### config.mk
export PLATFORM = sky130hd
export DESIGN_NAME = crc_stream
export DESIGN_NICKNAME = d
export VERILOG_FILES = /design/src/rtl/crc_stream.sv
export SDC_FILE = /design/constraint.sdc
export NUM_CORES = 1
export LEC_CHECK = 0
export CAP_MARGIN = 10
export CORE_ASPECT_RATIO = 0.7
export CORE_UTILIZATION = 47
export CTS_CLUSTER_SIZE = 16
export DETAILED_ROUTE_END_ITERATION = 12
export GPL_TIMING_DRIVEN = 0
export PLACE_DENSITY = 0.8
export RECOVER_POWER = 25
export SETUP_SLACK_MARGIN = 0.3
export SYNTH_ARGS = -nofsm -noshare
export SYNTH_HDL_FRONTEND = slang
export SYNTH_SLANG_ARGS = --single-unit
### constraint.sdc
create_clock -name clk_i -period 1.85 [get_ports clk_i]
set_input_delay 0.2775 -clock clk_i [delete_from_list [all_inputs] [get_ports clk_i]]
set_output_delay 0.2775 -clock clk_i [all_outputs]
set_load 0.03 [all_outputs]
### src/rtl/crc_stream.sv
// crc_stream: framed streaming CRC engine with configurable polynomial, reflection and beat width
module crc_stream #(
  parameter int CRC_WIDTH = 8,
  parameter logic [CRC_WIDTH-1:0] POLYNOMIAL = 8'h07,
  parameter logic [CRC_WIDTH-1:0] INIT = '0,
  parameter logic [CRC_WIDTH-1:0] XOR_OUT = '0,
  parameter bit REFLECT_IN = 1'b0,
  parameter bit REFLECT_OUT = 1'b0,
  parameter int DATA_WIDTH = 8
) (
  input  logic                  clk_i,
  input  logic                  rst_ni,
  input  logic [DATA_WIDTH-1:0] s_data_i,
  input  logic                  s_valid_i,
  input  logic                  s_last_i,
  output logic                  s_ready_o,
  output logic [CRC_WIDTH-1:0]  crc_o,
  output logic                  crc_valid_o,
  input  logic                  crc_ready_i
);
  localparam int LANES = DATA_WIDTH / 8;
  typedef enum logic {ACCUM, HOLD} state_t;
  state_t state, state_nxt;
  logic [CRC_WIDTH-1:0] crc, crc_nxt, crc_rev, result;
  logic [7:0] b;
  logic fb;
  logic accept;
  assign s_ready_o = rst_ni & (state == ACCUM);
  assign accept = s_valid_i & s_ready_o;
  assign crc_valid_o = state == HOLD;
  assign result = (REFLECT_OUT ? crc_rev : crc_nxt) ^ XOR_OUT;
  always_comb begin
    crc_nxt = crc;
    b = '0;
    fb = 1'b0;
    for (int k = 0; k < LANES; k++) begin
      b = s_data_i[8*k +: 8];
      for (int j = 7; j >= 0; j--) begin
        fb = crc_nxt[CRC_WIDTH-1] ^ (REFLECT_IN ? b[7-j] : b[j]);
        crc_nxt = (crc_nxt << 1) ^ (fb ? POLYNOMIAL : '0);
      end
    end
  end
  always_comb begin
    crc_rev = '0;
    for (int j = 0; j < CRC_WIDTH; j++) crc_rev[j] = crc_nxt[CRC_WIDTH-1-j];
  end
  always_comb begin
    state_nxt = state;
    state_nxt = (state == ACCUM) ? ((accept & s_last_i) ? HOLD : ACCUM) : (crc_ready_i ? ACCUM : HOLD);
  end
  always_ff @(posedge clk_i) begin
    if (!rst_ni) begin
      state <= ACCUM;
      crc <= INIT;
      crc_o <= '0;
    end else begin
      state <= state_nxt;
      if (accept) crc <= s_last_i ? INIT : crc_nxt;
      if (accept & s_last_i) crc_o <= result;
    end
  end
endmodule
==> flow_metrics.tcl <==
set metrics [dict create \
    worstPathArrival_ns 1.73 \
    finalSetupViolCount 0 \
    slew-limit-headroom 0.7058 \
    core-area_mm2 0.001697 \
    internal_power_mw 0.7514 \
    final.min_clock_period_ns 1.555 \
    status "finished clean" \
    holdPathEnd "crc_o[3]" \
    critPathMaxFanout 4 \
    timing_hold_violations_final 0 \
    wl_met1_um 900 \
    finish.utilization 0.7566 \
    antenna_cells_inserted 0 \
    initial_core_util 0.5369 \
    route.detailed.drc 0 \
    gr-usage-all-layers 0.2178 \
    finClkSkew_ns 0.007967 \
    synth_seq_area_share 0.3736 \
    instances_no_fill 137 \
    tritoncts "built" \
    fmax_mhz 643.2 \
    timing_worst_slew_pin_value_ns 0.4412 \
    synth.avg_cell_area_um2 10.59 \
    cp-startpoint "s_data_i[0]" \
    initialDrtViolationCount 12 \
    critical_path_class "input pin to flip-flop" \
    period_share 0.8404 \
    synth_area_um2 910.9 \
    whs_ns 0.4924 \
    postSynthCellCount 86 \
    reg_power_frac 0.382 \
    post_synth_num_cell_types 23 \
    regToRegEndpoint "crc[1]" \
    power.clock.fraction 0.183 \
    avgRoutedWirePerCell_um 13.99 \
    final_net_count 130 \
    timing.critical_path.to_type "flip-flop" \
    vias_per_cell 5.036 \
    dieWidth_um 54.62 \
    placedCellCount 129 \
    drive_gt1_frac 0.2328 \
    yosys_warnings 0 \
    cts_hold_repair.buffers 0 \
    die_area_mm2 0.002121 \
    grt_remaining_overflow 0 \
    postLayoutSetupSlackWorst_ns 0.2953 \
    min_from "rst_ni" \
    grt_setup_unrepaired "yes" \
    timing.reg2reg.worst_path_depth 4 \
    layout-area-overhead-vs-synth_pct 40.93 \
    whs_path_depth 3 \
    max_capacitance_violation_count 0 \
    critical_path.startpoint_type "input pin" \
    antenna_found_initial 0 \
    clock-sinks 17 \
    drv_slew 0 \
    postSynthRegisterBits 17 \
    i_o_pins 23 \
    route.met3.wl_um 131 \
    critical_path_required_ns 2.02 \
    placementRows 12 \
    setup.reg_to_reg.worst_slack_ns 0.31 \
    cts.clk_slew.worst_paths_ns 0.11 \
    die_y_um 38.83 \
    accumulated_negative_setup_slack_ns 0 \
    total_leakage_power_nw 0.6116 \
    wl_um 1916 \
    power.density_mw_per_mm2 856.1 \
    grt_pass1_wl_um 3008 \
    drt.antenna.violating_nets 0 \
    netSwitchingPower_mw 0.3476 \
    dr_wl_met2_um 872 \
    dp_worst_setup_slack_ns -0.2219 \
    place.gp.congestion 0.7992 \
    place.detailed.hpwl_um 1331 \
    number_of_buffers_created_by_cts 3 \
    1st_pass_router_iterations 4 \
    top_layer "met4" \
    worstHoldPathType "input pin to flip-flop" \
    worst_ir_drop_vdd_mv 0.7071 \
    power_frac_comb 0.435 \
    netSwitchingFraction 0.3163 \
    clk_root_buffer_cell "sky130_fd_sc_hd__clkbuf_4" \
    grt_pass1_vias 652 \
    max-clock-path-buffers 2 \
    grt_max_degree 11 \
    worst_r2r_src "crc[6]" \
    placement.io_buffers 22 \
    via_total_after_detailed_routing 690 \
    mappedNetlistNets 99 \
    clk_latency_ns 0.29 \
    ctsHtreeMaxLevel 1 \
]
[synth_stat cells]
library cell	number	share of area
sky130_fd_sc_hd__dfxtp_1	17	0.37
sky130_fd_sc_hd__nor2_1	13	0.054
sky130_fd_sc_hd__xnor2_1	11	0.11
sky130_fd_sc_hd__a21oi_1	5	0.027
sky130_fd_sc_hd__mux2i_1	5	0.055
sky130_fd_sc_hd__xnor3_1	5	0.12
sky130_fd_sc_hd__a22oi_1	4	0.033
sky130_fd_sc_hd__inv_1	3	0.012
sky130_fd_sc_hd__nand3_1	3	0.016
sky130_fd_sc_hd__o21ai_0	3	0.016
sky130_fd_sc_hd__clkbuf_1	2	0.0082
sky130_fd_sc_hd__nor2b_1	2	0.014
sky130_fd_sc_hd__o21ai_1	2	0.011
sky130_fd_sc_hd__xnor3_2	2	0.052
sky130_fd_sc_hd__a211oi_1	1	0.0082
sky130_fd_sc_hd__a2bb2oi_1	1	0.0096
sky130_fd_sc_hd__buf_2	1	0.0055
sky130_fd_sc_hd__nand2_1	1	0.0041
sky130_fd_sc_hd__nand3b_1	1	0.0082
sky130_fd_sc_hd__nor3_1	1	0.0055
sky130_fd_sc_hd__xnor2_2	1	0.018
sky130_fd_sc_hd__xnor3_4	1	0.029
sky130_fd_sc_hd__xor2_1	1	0.0096
[placed cells by master (no fill, tap or decap), types with 3 or more instances in the layout]
master	instances
sky130_fd_sc_hd__xnor2_1	5
sky130_fd_sc_hd__o21ai_0	3
sky130_fd_sc_hd__a21oi_1	4
sky130_fd_sc_hd__dfxtp_1	14
sky130_fd_sc_hd__nor2_1	12
sky130_fd_sc_hd__mux2i_1	5
sky130_fd_sc_hd__buf_4	4
sky130_fd_sc_hd__xnor2_2	7
sky130_fd_sc_hd__a22oi_1	4
sky130_fd_sc_hd__dlygate4sd2_1	12
sky130_fd_sc_hd__nand3_1	3
sky130_fd_sc_hd__clkbuf_4	3
sky130_fd_sc_hd__xnor3_1	5
sky130_fd_sc_hd__clkdlybuf4s50_1	7
sky130_fd_sc_hd__inv_1	3
[worst max-delay path: stages]
cell and delay [ns]:
sky130_fd_sc_hd__clkdlybuf4s50_1 0.47, sky130_fd_sc_hd__xnor2_1 0.14, sky130_fd_sc_hd__xnor3_2 0.46, sky130_fd_sc_hd__xnor2_2 0.25, sky130_fd_sc_hd__o21ai_1 0.12
[state kept, by name, summed over array words and instances, names as in the netlist]
register / cells
crc_valid_o: 1
crc_o: 8
crc: 8
[power groups by stage]
stage / sequential [mW] / combinational, mW / clock [mW]
after floorplan: 0.445 / 0.300 / 0
after global placement: 0.422 / 0.414 / 0
after detailed placement: 0.424 / 0.420 / 0
after CTS: 0.418 / 0.468 / 0.213
after global routing: 0.423 / 0.509 / 0.230
final: 0.419 / 0.478 / 0.201
[per-stage QoR]
| step | total power, mW | instance area (um^2) |
|---|---|---|
| after floorplan | 0.7449 | 910.9 |
| after global placement | 0.8364 | 1157 |
| after detailed placement | 0.8443 | 1157 |
| after CTS | 1.099 | 1254 |
| after global routing | 1.162 | 1284 |
| final | 1.099 | 1284 |
[worst max-delay path by stage]
stage / end / slack, ns / depth (start not counted)
floorplan: crc_o[6] / 0.38 / 5
global placement: s_ready_o / -0.23 / 3
detailed placement: s_ready_o / -0.22 / 3
CTS: crc_o[1] / 0.30 / 5
global route: crc[1] / 0.26 / 4
finish: crc[1] / 0.30 / 5
[layout make-up]
class,count,area [um^2]
clock inverters,1,5.005
well taps,21,26.28
inverters,3,11.26
clock buffers,3,22.52
plain buffers,3,13.76
flip-flops and latches,17,346.6
repair buffers,26,241.5
multi-input cells,63,616.8
fillers,124,412.9
[per-layer routing]
metal | GRT usage | up-vias
li1 | - | 355
met1 | 0.2973 | 304
met2 | 0.3373 | 29
met3 | 0.07059 | 2
met4 | 0.03846 | 0
met5 | 0 | -
[repair_timing]
| action | CTS | global route |
|---|---|---|
| endpoints found under the setup margin | 23 | 16 |
| buffers inserted | 4 | 0 |
| resized for setup | 22 | 11 |
| pin swaps | 5 | 5 |
[cell families after synthesis]
logic type             Yosys count  share of synthesized area
AO/OA/AOI/OAI                   16                     0.1058
XOR/XNOR                        21                     0.3379
buffers and inverters            6                    0.02610
flip-flops                      17                     0.3736
multiplexers                     5                    0.05495
AND/OR/NAND/NOR                 21                     0.1016
(Power assumes the default switching activity.)
